### src/rtl/alu_ctrl_decode.sv
// ID/EX decode-issue stage: decodes a 16-bit instruction into registered ALU control,
// resolves branches from the ALU zero flag, and flushes the wrong-path slot on a taken branch.
// Optional build macro ALU_CTRL_MUL_STALL_EN: MUL holds EX for two cycles.
module alu_ctrl_decode #(
  parameter int DSIZE = 16,
  parameter int RSIZE = 4
) (
  input  logic             clk,
  input  logic             rst,
  input  logic             if_valid,
  input  logic [15:0]      if_instr,
  input  logic [DSIZE-1:0] if_pc,
  input  logic             ex_stall,
  input  logic             zero,
  output logic             id_stall,
  output logic             ex_valid,
  output logic [2:0]       ex_op,
  output logic [DSIZE-1:0] ex_imm,
  output logic             ex_use_imm,
  output logic [RSIZE-1:0] ex_rd,
  output logic [RSIZE-1:0] ex_rs,
  output logic [RSIZE-1:0] ex_rt,
  output logic             ex_wen,
  output logic             ex_mem_rd,
  output logic             ex_mem_wr,
  output logic [DSIZE-1:0] ex_pc,
  output logic             br_taken,
  output logic [DSIZE-1:0] br_target,
  output logic             ill_instr
);

  typedef struct packed {
    logic             valid;
    logic [2:0]       op;
    logic [DSIZE-1:0] imm;
    logic             use_imm;
    logic [RSIZE-1:0] rd;
    logic [RSIZE-1:0] rs;
    logic [RSIZE-1:0] rt;
    logic             wen;
    logic             mem_rd;
    logic             mem_wr;
    logic             is_br;
    logic             is_bne;
    logic [DSIZE-1:0] pc;
  } ctrl_t;

  typedef enum logic {RUN, FLUSH} state_t;

  state_t     state;
  ctrl_t      ex_q, dec;
  logic       dec_ill;
  logic [3:0] opc, f1, f2, f3;

  assign opc = if_instr[15:12];
  assign f1  = if_instr[11:8];
  assign f2  = if_instr[7:4];
  assign f3  = if_instr[3:0];

  always_comb begin
    dec     = '0;
    dec_ill = 1'b0;
    dec.valid = 1'b1;
    dec.pc    = if_pc;
    case (opc)
      4'b0000, 4'b0001, 4'b0010, 4'b0011, 4'b0100, 4'b0101: begin
        dec.op  = opc[2:0];
        dec.rd  = RSIZE'(f1);
        dec.rs  = RSIZE'(f2);
        dec.rt  = RSIZE'(f3);
        dec.wen = 1'b1;
      end
      4'b0110, 4'b0111: begin
        dec.op      = opc[2:0];
        dec.rd      = RSIZE'(f1);
        dec.rs      = RSIZE'(f2);
        dec.imm     = {{(DSIZE-4){1'b0}}, f3};
        dec.use_imm = 1'b1;
        dec.wen     = 1'b1;
      end
      4'b1000: begin
        dec.op      = 3'd0;
        dec.rd      = RSIZE'(f1);
        dec.rs      = RSIZE'(f2);
        dec.imm     = {{(DSIZE-4){f3[3]}}, f3};
        dec.use_imm = 1'b1;
        dec.mem_rd  = 1'b1;
        dec.wen     = 1'b1;
      end
      4'b1001: begin
        dec.op      = 3'd0;
        dec.rt      = RSIZE'(f1);
        dec.rs      = RSIZE'(f2);
        dec.imm     = {{(DSIZE-4){f3[3]}}, f3};
        dec.use_imm = 1'b1;
        dec.mem_wr  = 1'b1;
      end
      4'b1100, 4'b1101: begin
        // Branch compares rs-rt in the ALU; offset rides in imm for the target adder
        dec.op     = 3'd1;
        dec.rs     = RSIZE'(f1);
        dec.rt     = RSIZE'(f2);
        dec.imm    = {{(DSIZE-4){f3[3]}}, f3};
        dec.is_br  = 1'b1;
        dec.is_bne = opc[0];
      end
      default: begin
        dec     = '0;
        dec_ill = 1'b1;
      end
    endcase
  end

`ifdef ALU_CTRL_MUL_STALL_EN
  logic mul_cnt;
  assign id_stall = ex_stall | mul_cnt;
`else
  assign id_stall = ex_stall;
`endif

  assign br_taken  = ex_q.valid & ex_q.is_br & ~ex_stall & (zero ^ ex_q.is_bne);
  assign br_target = ex_q.pc + DSIZE'(1) + ex_q.imm;

  always_ff @(posedge clk) begin
    if (rst) begin
      ex_q      <= '0;
      ill_instr <= 1'b0;
      state     <= RUN;
`ifdef ALU_CTRL_MUL_STALL_EN
      mul_cnt   <= 1'b0;
`endif
    end else if (br_taken) begin
      ex_q      <= '0;
      ill_instr <= 1'b0;
      state     <= FLUSH;
    end else if (id_stall) begin
      // Hold EX word and state; a pending MUL hold only advances once downstream frees
      ill_instr <= 1'b0;
`ifdef ALU_CTRL_MUL_STALL_EN
      if (!ex_stall) mul_cnt <= 1'b0;
`endif
    end else if (state == FLUSH) begin
      ex_q      <= '0;
      ill_instr <= 1'b0;
      state     <= RUN;
    end else if (if_valid) begin
      ex_q      <= dec_ill ? '0 : dec;
      ill_instr <= dec_ill;
`ifdef ALU_CTRL_MUL_STALL_EN
      mul_cnt   <= (opc == 4'b0101);
`endif
    end else begin
      ex_q      <= '0;
      ill_instr <= 1'b0;
    end
  end

  assign ex_valid   = ex_q.valid;
  assign ex_op      = ex_q.op;
  assign ex_imm     = ex_q.imm;
  assign ex_use_imm = ex_q.use_imm;
  assign ex_rd      = ex_q.rd;
  assign ex_rs      = ex_q.rs;
  assign ex_rt      = ex_q.rt;
  assign ex_wen     = ex_q.wen;
  assign ex_mem_rd  = ex_q.mem_rd;
  assign ex_mem_wr  = ex_q.mem_wr;
  assign ex_pc      = ex_q.pc;

endmodule

### config.mk
export PLATFORM = sky130hd
export DESIGN_NAME = alu_ctrl_decode
export DESIGN_NICKNAME = d
export VERILOG_FILES = /design/src/rtl/alu_ctrl_decode.sv
export SDC_FILE = /design/constraint.sdc
export NUM_CORES = 1
export LEC_CHECK = 0
export BUFFER_PORTS_ARGS = -buffer_cell sky130_fd_sc_hd__buf_4
export CORE_MARGIN = 2
export CORE_UTILIZATION = 54
export DETAILED_ROUTE_END_ITERATION = 10
export PLACE_DENSITY_LB_ADDON = 0.08
export SYNTH_ARGS = -nofsm -noshare
export SYNTH_HDL_FRONTEND = slang
export SYNTH_SLANG_ARGS = --single-unit
### constraint.sdc
create_clock -name clk -period 4.25 [get_ports clk]
set_input_delay 0.2125 -clock clk [delete_from_list [all_inputs] [get_ports clk]]
set_output_delay 0.2125 -clock clk [all_outputs]
set_load 0.1 [all_outputs]
==> results_dict.tcl <==
set metrics [dict create \
    antenna_found_initial 0 \
    rsz0062_at_grt "no" \
    grt_pass1_wl_um 11700 \
    cts_resized 0 \
    dp_hpwl_um 5360 \
    synth_edf_count 0 \
    synth_area_sq_um 2910 \
    grt_pass1_vias 2450 \
    p_leak_nw 1.58 \
    path_class "reg -> out" \
    syn_inst 358 \
    status "completed" \
    synthFlopType "dfxtp_1" \
    clk_pin_slew_worst_paths_ps 80 \
    cts_root_buffer "clkbuf_8" \
    cap_violations 0 \
    cts.sinks 45 \
    synth_top_area_cell "dfxtp_1" \
    die_area_sq_um 6000 \
    crit_family "compound AO/OA/AOI/OAI gates" \
    timing.final.crit_share 0.768 \
    max_freq_mhz 306 \
    rows 26 \
    cts_setup_buffers 0 \
    cts_max_level 2 \
    post-route-util 0.673 \
    synth_seq_cells 45 \
    critical_path_buf_inv_count 1 \
    hold_viol_final 0 \
    crit_fanout 25 \
    grt_max_degree 49 \
    ys.warnings.count 0 \
    drc 0 \
    portBuffers 107 \
    cpPeakStageDelay_ps 940 \
    multi_input_area_sq_um 1520 \
    post-synth-top-count-cell "buf_4" \
    yosysTopAreaCellShare 0.309 \
    synthTopCellsByCount "buf_4, nor2_1, dfxtp_1" \
    seq_area_frac_synth 0.309 \
    die_w_um 77.5 \
    yosys.cell_types.count 44 \
    synthesis.nets 411 \
    start_util 0.563 \
    min_period_ps 3260 \
    insertion_delay_ps 290 \
    ir_drop_mv 0.208 \
    diodes 0 \
    end_kind "output pin" \
    grt-ovfl-total 0 \
    ctsHoldBuffers 0 \
    cts_buffer_depth 2 \
    regArea_sq_um 901 \
    drtIter0Drc 134 \
    die_h_um 77.5 \
    drt-total-wl_um 7110 \
    tns_ps 0 \
    slew-limit-headroom 0.194 \
    skew_ps 4.48 \
    yosys-top-cells-area "dfxtp_1, buf_4, a22oi_1" \
    worst_pin_slew_ps 1210 \
    p_per_area_nw_per_um2 312 \
    cp_slowest_cell "dfxtp_1" \
    vias_per_cell 5.46 \
    syn_avg_cell_area_sq_um 8.14 \
    wl_per_cell_um 14.9 \
    path_cells "ha_1, a21o_1, a221oi_4, o221ai_2, a21oi_2, xnor2_1, buf_4" \
    nNetsFinal 460 \
    drive_gt1_frac 0.301 \
    core_area_sq_um 5170 \
    syn_to_final_growth_pct 19.5 \
    crit_required_ps 4040 \
    ios 108 \
    async_flop_share 0 \
    report.final.setup_viol 0 \
    cp.arrival_ps 3050 \
    grt_util_all_layers 0.240 \
    hold_class "in -> reg" \
    ant_nets 0 \
    drv_slew 0 \
    numCtsBuffers 5 \
    cp-start-kind "flop" \
    cts_tree "yes" \
    fillers 486 \
    drtPass1Iterations 4 \
    place_congestion 0.883 \
    vias 2611 \
    finalPower_mw 1.09 \
]
==> kinds of logic after synthesis <==
kind of cell             count (synthesis)  share of synthesized area
flip-flops                              45                      0.309
adder cells (fa/ha/maj)                 16                     0.0713
multiplexers                             1                    0.00344
XOR/XNOR                                14                     0.0421
buffers and inverters                   79                      0.173
AO/OA/AOI/OAI                           99                      0.234
AND/OR/NAND/NOR                        104                      0.168
==> final cells by class <==
cell class / count / area share
inverters: 13 / 0.0140
flip-flops and latches: 45 / 0.259
well taps: 70 / 0.0252
repair buffers: 108 / 0.233
clock inverters: 1 / 0.00863
multi-input cells: 234 / 0.436
clock buffers: 7 / 0.0248
==> metal layers <==
layer | wire length (um) | part of all wire | vias to the layer above | GRT usage
li1 | - | - | 1301 | -
met1 | 3150 | 0.44 | 1220 | 0.295
met2 | 3470 | 0.49 | 78 | 0.412
met3 | 359 | 0.050 | 12 | 0.0488
met4 | 136 | 0.019 | 0 | 0.0875
met5 | 0 | 0 | - | 0
==> worst reg2reg max path, delay by kind of cell, from the launching register on <==
family	cells	cell delay, ps
xor gates and xnor gates	1	130
buffers and inverters	1	350
DFF	1	330
and+or+nand+nor	3	1330
==> registers in the layout, summed over array words and instances (netlist names) <==
register    flops
ex_rd           4
ill_instr       1
ex_wen          1
ex_valid        1
ex_imm          5
ex_mem_rd       1
state           1
ex_use_imm      1
ex_rs           4
ex_pc          16
ex_rt           4
ex_op           3
ex_q            2
ex_mem_wr       1
==> through the flow <==
stage	instance area [sq um]	std cells	setup WS, ps	hold slack, ps
after global placement	3360	470	1320	376
after global routing	3480	478	764	67.4
final	3480	478	986	70.2
after CTS	3480	478	954	60.7
after floorplan	2920	358	337	285
after detailed placement	3360	470	1300	382
==> worst paths after layout <==
path	start	to	slack, ps	cells past startpoint
max	ex_imm[14]	br_target[12]	990	7
min	rst	state	70	2
max reg2reg	ex_q[16]	ex_pc[1]	2010	5
min reg2reg	ex_rt[1]	ex_rt[1]	470	2
==> where the power goes <==
group	internal [mW]	total (mW)	switching (mW)	leakage, nW
combinational	0.0786	0.310	0.232	1.16
sequential	0.433	0.443	0.00993	0.365
clock	0.192	0.333	0.141	0.0585
total	0.703	1.09	0.383	1.58
==> cell usage in the layout (no fill, tap or decap), types with 2 or more instances in the layout <==
cell | netlist | final
nor2b_1 | 3 | 3
o211ai_1 | 2 | 2
and3_1 | 5 | 5
a22oi_1 | 39 | 39
o21ai_0 | 9 | 9
nand2b_1 | 6 | 6
nand2_1 | 20 | 20
o221ai_1 | 2 | 2
a21o_1 | 6 | 6
nand3_1 | 2 | 2
o21bai_1 | 2 | 2
xor2_1 | 3 | 3
a21oi_1 | 26 | 26
buf_4 | 52 | 108
nand3b_1 | 3 | 3
o22ai_1 | 5 | 5
xnor2_1 | 11 | 11
nor3b_2 | 2 | 2
nor3_1 | 4 | 4
nor2_1 | 50 | 50
nand4_1 | 3 | 3
clkbuf_8 | 0 | 6
inv_1 | 12 | 12
ha_1 | 15 | 15
dfxtp_1 | 45 | 45
Note: power is estimated with default switching activity, not from simulation.
